<file path="config.mk">
export PLATFORM = sky130hd
export DESIGN_NAME = rect_click_detect
export DESIGN_NICKNAME = d
export VERILOG_FILES = /design/src/rtl/rect_click_detect.sv
export SDC_FILE = /design/constraint.sdc
export NUM_CORES = 1
export LEC_CHECK = 0
export CORE_UTILIZATION = 35
export CTS_CLUSTER_DIAMETER = 60
export CTS_CLUSTER_SIZE = 28
export DETAILED_ROUTE_END_ITERATION = 8
export GPL_TIMING_DRIVEN = 0
export PLACE_DENSITY = 0.69
export SYNTH_ARGS = -nofsm -noshare
export SYNTH_HDL_FRONTEND = slang
export SYNTH_SLANG_ARGS = --single-unit
</file>
<file path="constraint.sdc">
create_clock -name pclk -period 4.2 [get_ports pclk]
set_input_delay 0.84 -clock pclk [delete_from_list [all_inputs] [get_ports pclk]]
set_output_delay 0.84 -clock pclk [all_outputs]
set_load 0.005 [all_outputs]
</file>
<file path="src/rtl/rect_click_detect.sv">
// Click detector for a rectangular screen region: pipelined hit test plus a press/hold/release
// FSM that yields a hover flag, a one-cycle click pulse and a sticky clicked flag.
module rect_click_detect #(
   parameter int unsigned MIN_PRESS = 4,
   parameter int unsigned CNT_W     = 4
) (
   input  logic        pclk,
   input  logic        rst,
   input  logic        enable,
   input  logic        clr,
   input  logic [11:0] mouse_xpos,
   input  logic [11:0] mouse_ypos,
   input  logic        mouse_left,
   input  logic [10:0] hstart,
   input  logic [10:0] vstart,
   input  logic [10:0] hlength,
   input  logic [10:0] vlength,
   output logic        hover,
   output logic        click_pulse,
   output logic        rect_clicked
);

   localparam int unsigned PW = 12;
   localparam logic [CNT_W-1:0] CNT_MAX = {CNT_W{1'b1}};
   localparam logic [CNT_W-1:0] MIN_CNT = CNT_W'(MIN_PRESS);

   typedef enum logic [1:0] {
      IDLE    = 2'd0,
      ARMED   = 2'd1,
      BLOCKED = 2'd2
   } state_t;

   logic [PW-1:0]    x_q, y_q;
   logic [10:0]      hs_q, vs_q, hl_q, vl_q;
   logic             btn1_q, btn2_q, btnp_q;
   logic             inside_q;
   logic [2:0]       vld_q;
   logic [PW-1:0]    hend_d, vend_d;
   logic             inside_d, press_d;
   state_t           state_q;
   logic [CNT_W-1:0] cnt_q;

   // Input capture (stage 1), hit/button stage (stage 2) and the previous stage-2 button.
   always_ff @(posedge pclk or posedge rst) begin
      if (rst) begin
         x_q      <= '0;
         y_q      <= '0;
         hs_q     <= '0;
         vs_q     <= '0;
         hl_q     <= '0;
         vl_q     <= '0;
         btn1_q   <= 1'b0;
         btn2_q   <= 1'b0;
         btnp_q   <= 1'b0;
         inside_q <= 1'b0;
         vld_q    <= '0;
      end else begin
         x_q      <= mouse_xpos;
         y_q      <= mouse_ypos;
         hs_q     <= hstart;
         vs_q     <= vstart;
         hl_q     <= hlength;
         vl_q     <= vlength;
         btn1_q   <= mouse_left;
         btn2_q   <= btn1_q;
         btnp_q   <= btn2_q;
         inside_q <= inside_d;
         vld_q    <= {vld_q[1:0], 1'b1};
      end
   end

   always_comb begin
      hend_d   = PW'(hs_q) + PW'(hl_q);
      vend_d   = PW'(vs_q) + PW'(vl_q);
      inside_d = (hl_q != '0) && (vl_q != '0) &&
                 (x_q >= PW'(hs_q)) && (x_q < hend_d) &&
                 (y_q >= PW'(vs_q)) && (y_q < vend_d);
   end

   // A button already held when the pipeline refills after reset must not look like a press.
   assign press_d = vld_q[2] && btn2_q && !btnp_q;

   always_ff @(posedge pclk or posedge rst) begin
      if (rst) begin
         state_q      <= IDLE;
         cnt_q        <= '0;
         hover        <= 1'b0;
         click_pulse  <= 1'b0;
         rect_clicked <= 1'b0;
      end else if (!enable) begin
         state_q      <= IDLE;
         cnt_q        <= '0;
         hover        <= 1'b0;
         click_pulse  <= 1'b0;
         rect_clicked <= 1'b0;
      end else begin
         hover       <= inside_q;
         click_pulse <= 1'b0;
         if (clr) begin
            rect_clicked <= 1'b0;
         end
         case (state_q)
            IDLE: begin
               if (press_d && inside_q) begin
                  state_q <= ARMED;
                  cnt_q   <= CNT_W'(1);
               end else if (press_d) begin
                  state_q <= BLOCKED;
               end
            end
            ARMED: begin
               if (btn2_q) begin
                  if (!inside_q) begin
                     state_q <= BLOCKED;
                     cnt_q   <= '0;
                  end else if (cnt_q != CNT_MAX) begin
                     cnt_q <= cnt_q + CNT_W'(1);
                  end
               end else begin
                  // Release; a valid click overrides a coincident clr.
                  state_q <= IDLE;
                  cnt_q   <= '0;
                  if (inside_q && (cnt_q >= MIN_CNT)) begin
                     click_pulse  <= 1'b1;
                     rect_clicked <= 1'b1;
                  end
               end
            end
            BLOCKED: begin
               if (!btn2_q) begin
                  state_q <= IDLE;
               end
            end
            default: begin
               state_q <= IDLE;
               cnt_q   <= '0;
            end
         endcase
      end
   end

endmodule

</file>
==> impl_metrics.ini, run 1 <==
[run]
maxCapViolCount = 0

[synth]
synth_largest_area_cell = dfrtp_1
async_reset_ff_share_pct = 100
synth_warnings = 0
ys.flop_type = dfrtp_1
synthSimpleGateAreaFrac_pct = 11.3
ys_ff_latch = 84
syn_area_um2 = 4310
synth.avg_cell_area_um2 = 11.5
ys_seq_area_share_pct = 48.8
synth_cells = 376
synthMuxAreaShare_pct = 0
synth_area_leaders = dfrtp_1 (49%), ha_1 (19%), inv_1 (2.9%), xor2_1 (2.6%), a21oi_1 (2.6%)
synth_edf_count = 0
synth_top_family_by_area = adder cells
ys_types = 50
synth_compound_area_share_pct = 13.3
yosys.area.top_type_share_pct = 48.8
synth_xor_area_share_pct = 3.25
synth_nets = 518
synthAdderAreaFrac_pct = 20.4

[cts]
cts_tree = yes
cts_sinks = 84
cts_buffers = 9
clockRootBuffer = clkbuf_16
clock_path_buffers = 2
clk_pin_slew_worst_paths_ns = 0.06
cts.repair.resized = 0
hold_buffers = 0
postCtsSetupRepairBufs = 0
clock_latency_ns = 0.34
cts-htree-levels = 3

[global_route]
antenna_found_initial = 0
grt_pass1_vias = 3194
grt-ovfl-total = 0
grt_max_degree = 56
grt_pass1_wl_um = 14800
track_usage_pct = 15.0

[cells_and_area]
n_antenna_cell = 0
nFillCells = 1077
final_nets = 605
area_growth_pct = 29.0
final_cell_count_no_fill = 614
final_util_pct = 46.3
drive_gt1_share_pct = 4.71

[sta]
final-hold-violation-count = 0
fin_crit_sh_pct = 89.2
rsz0062_at_grt = no
tns_ns = 0
drv_slew = 0
holdWs_ns = 0.347
setup_viol = 0
fmax_ghz = 0.267
fin_ws_ns = 0.455
fin_crit_ns = 3.74
skew_ns = 0.00478

[power]
peakVddDrop_uv = 168
power.leakage_uw = 0.00255
power_density_nw_per_um2 = 363

[place]
place_inst = 599
port_buffers = 75
hpwl_um = 6930
preCtsSetupSlack_ns = 0.476
gp_congestion = 0.858

[critical_path]
worstSetupEndpointType = flip-flop
arrival_ns = 3.99
path_max_fanout = 3
crit_required_ns = 4.44
crit_type = reg2reg
startpoint_type = flip-flop

[drt]
first_pass_iters = 6
drt-vias-per-instance = 4.96
drt-total-wl_um = 8730
via_count = 3048
drc_errors = 0
drt_iter0_drc = 111
wl_per_cell_um = 14.2
antenna_left = 0

[die]
core_area_um2 = 12000
die_y_um = 113
die_x_um = 113
io_pins = 76
start_util_pct = 35.9
design.die.area_um2 = 12800
rows = 40

[hold_path]
hp-class = reg2reg

[run_status]
status = finished clean
## kinds of logic (layout without fill, tap and decap cells)
family | Yosys count | count (layout)
adder cells (fa/ha/maj) | 69 | 69
buffers and inverters | 33 | 124
flip-flops | 84 | 84
AO/OA/AOI/OAI | 83 | 83
AND/OR/NAND/NOR | 90 | 90
XOR/XNOR | 16 | 16
other | 1 | 1
## layout by cell type, fill, tap and decap left out, types with 4 or more instances in the layout
| master | netlist | final |
|---|---|---|
| ha_1 | 67 | 67 |
| a21oi_1 | 22 | 22 |
| clkdlybuf4s50_1 | 0 | 75 |
| nor4_1 | 9 | 9 |
| a21o_1 | 6 | 6 |
| nor2_1 | 13 | 13 |
| inv_1 | 33 | 32 |
| nand2_1 | 19 | 19 |
| dfrtp_1 | 84 | 84 |
| o211ai_1 | 4 | 4 |
| clkbuf_16 | 0 | 9 |
| o21ai_1 | 5 | 5 |
| nor3_1 | 9 | 9 |
| and4_1 | 4 | 4 |
| a211oi_1 | 9 | 9 |
| xor2_1 | 13 | 13 |
| nand2b_1 | 5 | 5 |
| nand3_1 | 11 | 11 |
| o21ai_0 | 12 | 12 |
| nor2b_1 | 4 | 4 |
## state kept, by name (all words and copies together), names as in the netlist, 2 cells and up
signal and cells:
hl_q 11, vld_q 3, vl_q 11, state_q 2
vs_q 11, x_q 12, cnt_q 4, y_q 12
hs_q 11
## report_power, final
group / leakage (µW) / internal, µW / switching [µW]
sequential: 0.000999 / 850 / 30.5
clock: 0.000142 / 455 / 301
combinational: 0.00141 / 197 / 185
total: 0.00255 / 1500 / 517
## synth_stat cells (6+ instances only)
library cell and count:
a211oi_1 9, a21o_1 6, a21oi_1 22, dfrtp_1 84
ha_1 67, inv_1 33, nand2_1 19, nand3_1 11
nor2_1 13, nor3_1 9, nor4_1 9, o21ai_0 12
xor2_1 13
## path summary, 6_finish.rpt
check / from / slack, ns / cells past startpoint / to
min in group asynchronous: rst / 0.84 / 2 / x_q[4]
hold reg to reg: vld_q[1] / 0.35 / 0 / vld_q[2]
hold / removal: vld_q[1] / 0.35 / 0 / vld_q[2]
setup reg to reg: hs_q[0] / 0.46 / 13 / inside_q
setup / recovery: hs_q[0] / 0.46 / 13 / inside_q
max in group asynchronous: rst / 2.77 / 3 / btnp_q
## metal layers
layer	vias up	GRT usage [%]	wire, µm
met5	-	0	0
met3	9	4.45	379
met4	0	6.23	143
met2	74	25.3	4310
met1	1415	18.0	3890
li1	1550	-	-
## worst max-delay path: stages (launching register included)
cell,delay (ns)
dfrtp_1,0.39
ha_1,0.25
fa_1,0.43
a21oi_2,0.19
o211ai_2,0.12
or4_4,0.46
a2111oi_4,0.34
nor3_2,0.09
ha_1,0.30
and4_1,0.22
a2111oi_0,0.39
nand4_1,0.15
o21bai_1,0.18
nor4_1,0.16
## area by class of cell
type / instances / area [µm²] / area share (%)
flip-flops and latches: 84 / 2100 / 37.8
multi-input cells: 259 / 2080 / 37.5
repair buffers: 76 / 778 / 14.0
clock buffers: 10 / 229 / 4.12
well taps: 147 / 184 / 3.31
inverters: 33 / 126 / 2.27
clock inverters: 5 / 53.8 / 0.968
## stage by stage
step	instance area [µm²]	total power [µW]
2_1_floorplan	4310	1130
3_3_place_gp	5240	1260
3_5_place_dp	5270	1280
4_1_cts	5560	2050
5_1_grt	5560	2150
6_report	5560	2020
(Power assumes the default switching activity.)
==> run 2, diff against run 1 <==
--- a/config.mk
+++ b/config.mk
@@ -5,12 +5,13 @@
 export SDC_FILE = /design/constraint.sdc
 export NUM_CORES = 1
 export LEC_CHECK = 0
-export CORE_UTILIZATION = 35
+export CORE_UTILIZATION = 30
 export CTS_CLUSTER_DIAMETER = 60
 export CTS_CLUSTER_SIZE = 28
 export DETAILED_ROUTE_END_ITERATION = 8
+export GPL_ROUTABILITY_DRIVEN = 0
 export GPL_TIMING_DRIVEN = 0
-export PLACE_DENSITY = 0.69
+export PLACE_DENSITY = 0.62
 export SYNTH_ARGS = -nofsm -noshare
 export SYNTH_HDL_FRONTEND = slang
 export SYNTH_SLANG_ARGS = --single-unit
==> run 2 against run 1 <==
  * Non-clock buffer count is the same
  * Total power barely moved
  * Die area is 16% higher
  * Cell count rose by 5.0%
  * Sequential share of layout area fell by 0.25 points
==> impl_metrics.ini, run 2 (same netlist as run 1, synthesis figures left out) <==
[cts]
cts-htree-levels = 3
cts_buffers = 9
cts_tree = yes
clock_latency_ns = 0.34
hold_buffers = 0
cts_sinks = 84
clockRootBuffer = clkbuf_16
cts.repair.resized = 0
clk_pin_slew_worst_paths_ns = 0.06
postCtsSetupRepairBufs = 0
clock_path_buffers = 2

[sta]
final-hold-violation-count = 0
drv_slew = 0
fin_ws_ns = 0.393
setup_viol = 0
fmax_ghz = 0.263
fin_crit_ns = 3.81
fin_crit_sh_pct = 90.6
holdWs_ns = 0.346
rsz0062_at_grt = no
skew_ns = 0.00502

[drt]
drc_errors = 0
wl_per_cell_um = 14.1
via_count = 3066
antenna_left = 0
first_pass_iters = 4
drt-vias-per-instance = 4.75
drt-total-wl_um = 9090
drt_iter0_drc = 124

[cells_and_area]
final_cell_mix = dfrtp_1 (84), clkdlybuf4s50_1 (75), ha_1 (67)
area_growth_pct = 29.8
n_antenna_cell = 0
drive_gt1_share_pct = 4.52
layout_commonest_cell = dfrtp_1
final_util_pct = 40.1
final_area_um2 = 5590
top_regs = x_q (12), y_q (12)
final_nets = 605

[critical_path]
crit_required_ns = 4.43
r2r_slack_ns = 0.39
arrival_ns = 4.04
crit_top_cell = ha_1
critPathMaxStageDelay_ns = 0.46
worstSetupEndpointType = flip-flop
rr_startpoint = hs_q[0]
path_max_fanout = 3
r2r_cells = 13
startpoint_type = flip-flop
cp_slowest_cell = or4_4
worstPathCellList = ha_1 -> fa_1 -> a21oi_2 -> o211ai_2 -> or4_4 -> a2111oi_4 -> nor3_2 -> ha_1 -> and4_1 -> a2111oi_0 -> nand4_1 -> o21bai_1 -> nor4_1
crit_type = reg2reg
r2r_end = inside_q

[global_route]
track_usage_pct = 13.4
grt_max_degree = 57
grt_pass1_wl_um = 15100
grt-ovfl-total = 0
antenna_found_initial = 0
grt_pass1_vias = 3287

[power]
power.leakage_uw = 0.00255
peakVddDrop_uv = 220
p_int_uw = 1510
switching_share_pct = 25.1
power_density_nw_per_um2 = 361
seq_power_share_pct = 43.6
power_switching_uw = 508
total_power_uw = 2020
p_comb_share_pct = 19.2
clkPwrFrac_pct = 37.2

[die]
rows = 43
io_pins = 76
design.die.area_um2 = 14800
core_area_um2 = 13900
start_util_pct = 30.9
die_x_um = 122
die_y_um = 122

[hold_path]
holdPathStages = 0
hold_start = vld_q[0]
hp-class = reg2reg
min_to = vld_q[1]

[place]
hpwl_um = 7270
preCtsSetupSlack_ns = 0.369
dpl_cell_area_um2 = 5310
port_buffers = 75

[run_status]
status = finished clean

[run]
maxCapViolCount = 0
-- run 2: how the worst max path moves through the flow --
stage | to | slack (ns) | from | cells past startpoint
2_1_floorplan | inside_q | 0.77 | hs_q[0] | 13
3_3_place_gp | hs_q[10] | -0.02 | rst | 2
3_5_place_dp | inside_q | 0.37 | hs_q[0] | 13
4_1_cts | inside_q | 0.34 | hs_q[0] | 13
5_1_grt | inside_q | 0.18 | hs_q[0] | 13
6_report | inside_q | 0.39 | hs_q[0] | 13
-- run 2: critical path: cells and delay by family (launching register included) --
| family | cells | cell delay [ns] |
|---|---|---|
| adder cells (fa/ha/maj) | 3 | 0.95 |
| AND/OR/NAND/NOR | 5 | 1.11 |
| flip-flops | 1 | 0.38 |
| AO/OA/AOI/OAI | 5 | 1.24 |
-- run 2: metal layers --
| metal | up-vias | share of wire (%) | global-route usage (%) |
|---|---|---|---|
| met5 | - | 0 | 0 |
| met4 | 0 | 3.2 | 7.10 |
| met3 | 18 | 4.0 | 3.18 |
| met2 | 59 | 50 | 23.2 |
| met1 | 1451 | 43 | 15.2 |
| li1 | 1538 | - | - |
-- run 2: through the flow --
stage,TNS (ns),cells
5_1_grt,0,645
4_1_cts,0,645
3_3_place_gp,-1.48,631
6_report,0,645
3_5_place_dp,0,632
2_1_floorplan,0,376
-- run 2: final cells by class --
type	instances	area, µm²
clock inverters	3	40.0
inverters	33	126
clock buffers	10	239
well taps	180	225
multi-input cells	259	2080
repair buffers	76	778
flip-flops and latches	84	2100
fillers	1311	8340
-- run 2: power by group through the flow --
| stage | Combinational [µW] | Sequential [µW] | Clock, µW |
|---|---|---|---|
| floorplan | 247 | 884 | 0 |
| global placement | 369 | 894 | 0 |
| detailed placement | 391 | 894 | 0 |
| CTS | 394 | 880 | 785 |
| finish | 389 | 880 | 751 |
| global route | 441 | 884 | 810 |
==> run 3, diff against run 2 <==
--- a/config.mk
+++ b/config.mk
@@ -6,12 +6,12 @@
 export NUM_CORES = 1
 export LEC_CHECK = 0
 export CORE_UTILIZATION = 30
-export CTS_CLUSTER_DIAMETER = 60
+export CTS_CLUSTER_DIAMETER = 100
 export CTS_CLUSTER_SIZE = 28
 export DETAILED_ROUTE_END_ITERATION = 8
 export GPL_ROUTABILITY_DRIVEN = 0
 export GPL_TIMING_DRIVEN = 0
-export PLACE_DENSITY = 0.62
+export PLACE_DENSITY = 0.51
 export SYNTH_ARGS = -nofsm -noshare
 export SYNTH_HDL_FRONTEND = slang
 export SYNTH_SLANG_ARGS = --single-unit
==> run 3 against run 2 <==
  * Fmax is 1.3% lower
  * Sequential power hardly changed
  * First-iteration DRC count is 25% lower
  * Hold slack hardly changed
  * Global-route usage hardly changed
  * Sequential cell count stayed put
  * Via count is 1.8% lower
  * Routed wire length is 0.95% lower
  * Non-clock buffer count stayed put
  * Core utilization is 0.40 points higher
  * Die area stayed put
  * Clock power is 17% higher
  * Critical path type unchanged
  * Largest power group unchanged
==> impl_metrics.ini, run 3 (same netlist as run 1, synthesis figures left out) <==
[critical_path]
crit_required_ns = 4.42
arrival_ns = 4.08
critPathBufInv = 0
crit_type = reg2reg
crit_family = compound AO/OA/AOI/OAI gates
crit_top_cell = ha_1
critPathMaxStageDelay_ns = 0.47
cp_slowest_cell = or4_4
worstSetupEndpointType = flip-flop
startpoint_type = flip-flop
worstPathCellList = ha_1 -> fa_1 -> a21oi_2 -> o211ai_2 -> or4_4 -> a2111oi_4 -> nor3_2 -> ha_1 -> and4_1 -> a2111oi_0 -> nand4_1 -> o21bai_1 -> nor4_1
path_max_fanout = 3

[die]
rows = 43
io_pins = 76
die_x_um = 122
die_y_um = 122
core_area_um2 = 13900
start_util_pct = 30.9
design.die.area_um2 = 14800

[drt]
drt_iter0_drc = 93
wl_per_cell_um = 13.9
drt-vias-per-instance = 4.65
first_pass_iters = 4
drc_errors = 0
via_count = 3012
antenna_left = 0
drt-total-wl_um = 9000

[power]
power.leakage_uw = 0.00257
clkPwrFrac_pct = 41.0
p_int_uw = 1590
p_comb_share_pct = 18.0
switching_share_pct = 25.7
peakVddDrop_uv = 223
power_switching_uw = 550
total_power_uw = 2140
power_density_nw_per_um2 = 379
seq_power_share_pct = 41.1

[cts]
cts.repair.resized = 0
cts_tree = yes
hold_buffers = 0
clock_latency_ns = 0.35
clockRootBuffer = clkbuf_16
cts_sinks = 84
cts-htree-levels = 3
clock_path_buffers = 2
clk_pin_slew_worst_paths_ns = 0.06
cts_buffers = 9
postCtsSetupRepairBufs = 0

[global_route]
grt-ovfl-total = 0
antenna_found_initial = 0
grt_pass1_vias = 3175
track_usage_pct = 13.4
grt_pass1_wl_um = 14900
grt_max_degree = 55

[cells_and_area]
top_regs = x_q (12), y_q (12)
final_area_um2 = 5650
drive_gt1_share_pct = 5.13
n_antenna_cell = 0
final_cell_mix = dfrtp_1 (84), clkdlybuf4s50_1 (75), ha_1 (67)
final_util_pct = 40.5
layout_commonest_cell = dfrtp_1
final_nets = 605
area_growth_pct = 31.1

[sta]
rsz0062_at_grt = no
fmax_ghz = 0.259
fin_crit_sh_pct = 91.9
drv_slew = 0
setup_viol = 0
fin_crit_ns = 3.86
tns_ns = 0
holdWs_ns = 0.346
skew_ns = 0.00836
final-hold-violation-count = 0

[place]
hpwl_um = 7180
port_buffers = 75
dpl_cell_area_um2 = 5310

[run]
maxCapViolCount = 0

[run_status]
status = finished clean

[hold_path]
hp-class = reg2reg
[run 3: cell types whose count changed in the layout (fill, tap and decap cells not counted)]
cell,delta
clkinvlp_4,+2
bufinv_16,+1
clkinv_2,-2
inv_6,+1
inv_8,+1
[run 3: path summary, 6_finish.rpt]
kind                         start        to  slack [ns]  cells after the start
max reg2reg                hs_q[0]  inside_q        0.34                     13
min in group asynchronous      rst    x_q[4]        0.83                      2
min reg2reg                 btn1_q    btn2_q        0.35                      0
max in group asynchronous      rst   vl_q[8]        2.78                      3
min                         btn1_q    btn2_q        0.35                      0
max                        hs_q[0]  inside_q        0.34                     13
[run 3: power by group through the flow]
stage / Sequential (µW) / Combinational (µW) / Clock, µW
after global placement: 894 / 374 / 0
final: 879 / 384 / 876
after floorplan: 884 / 247 / 0
after CTS: 879 / 390 / 909
after detailed placement: 894 / 387 / 0
after global routing: 884 / 441 / 937
[run 3: metal layers]
| metal | global-route usage (%) | part of all wire [%] |
|---|---|---|
| met3 | 4.03 | 4.1 |
| met2 | 22.8 | 49 |
| met5 | 0 | 0 |
| met1 | 15.5 | 45 |
| met4 | 5.86 | 1.5 |
[run 3: metrics by stage]
stage	cells	setup slack [ns]
final	648	0.342
after global routing	648	0.0585
after CTS	648	0.264
after detailed placement	632	0.300
after global placement	631	-0.0538
after floorplan	376	0.765
[run 3: layout make-up]
type | instances | area [µm²]
Fill cell | 1322 | 8290
Sequential cell | 84 | 2100
Tap cell | 180 | 225
Timing Repair Buffer | 76 | 778
Inverter | 33 | 126
Multi-Input combinational cell | 259 | 2080
Clock buffer | 10 | 239
Clock inverter | 6 | 95.1
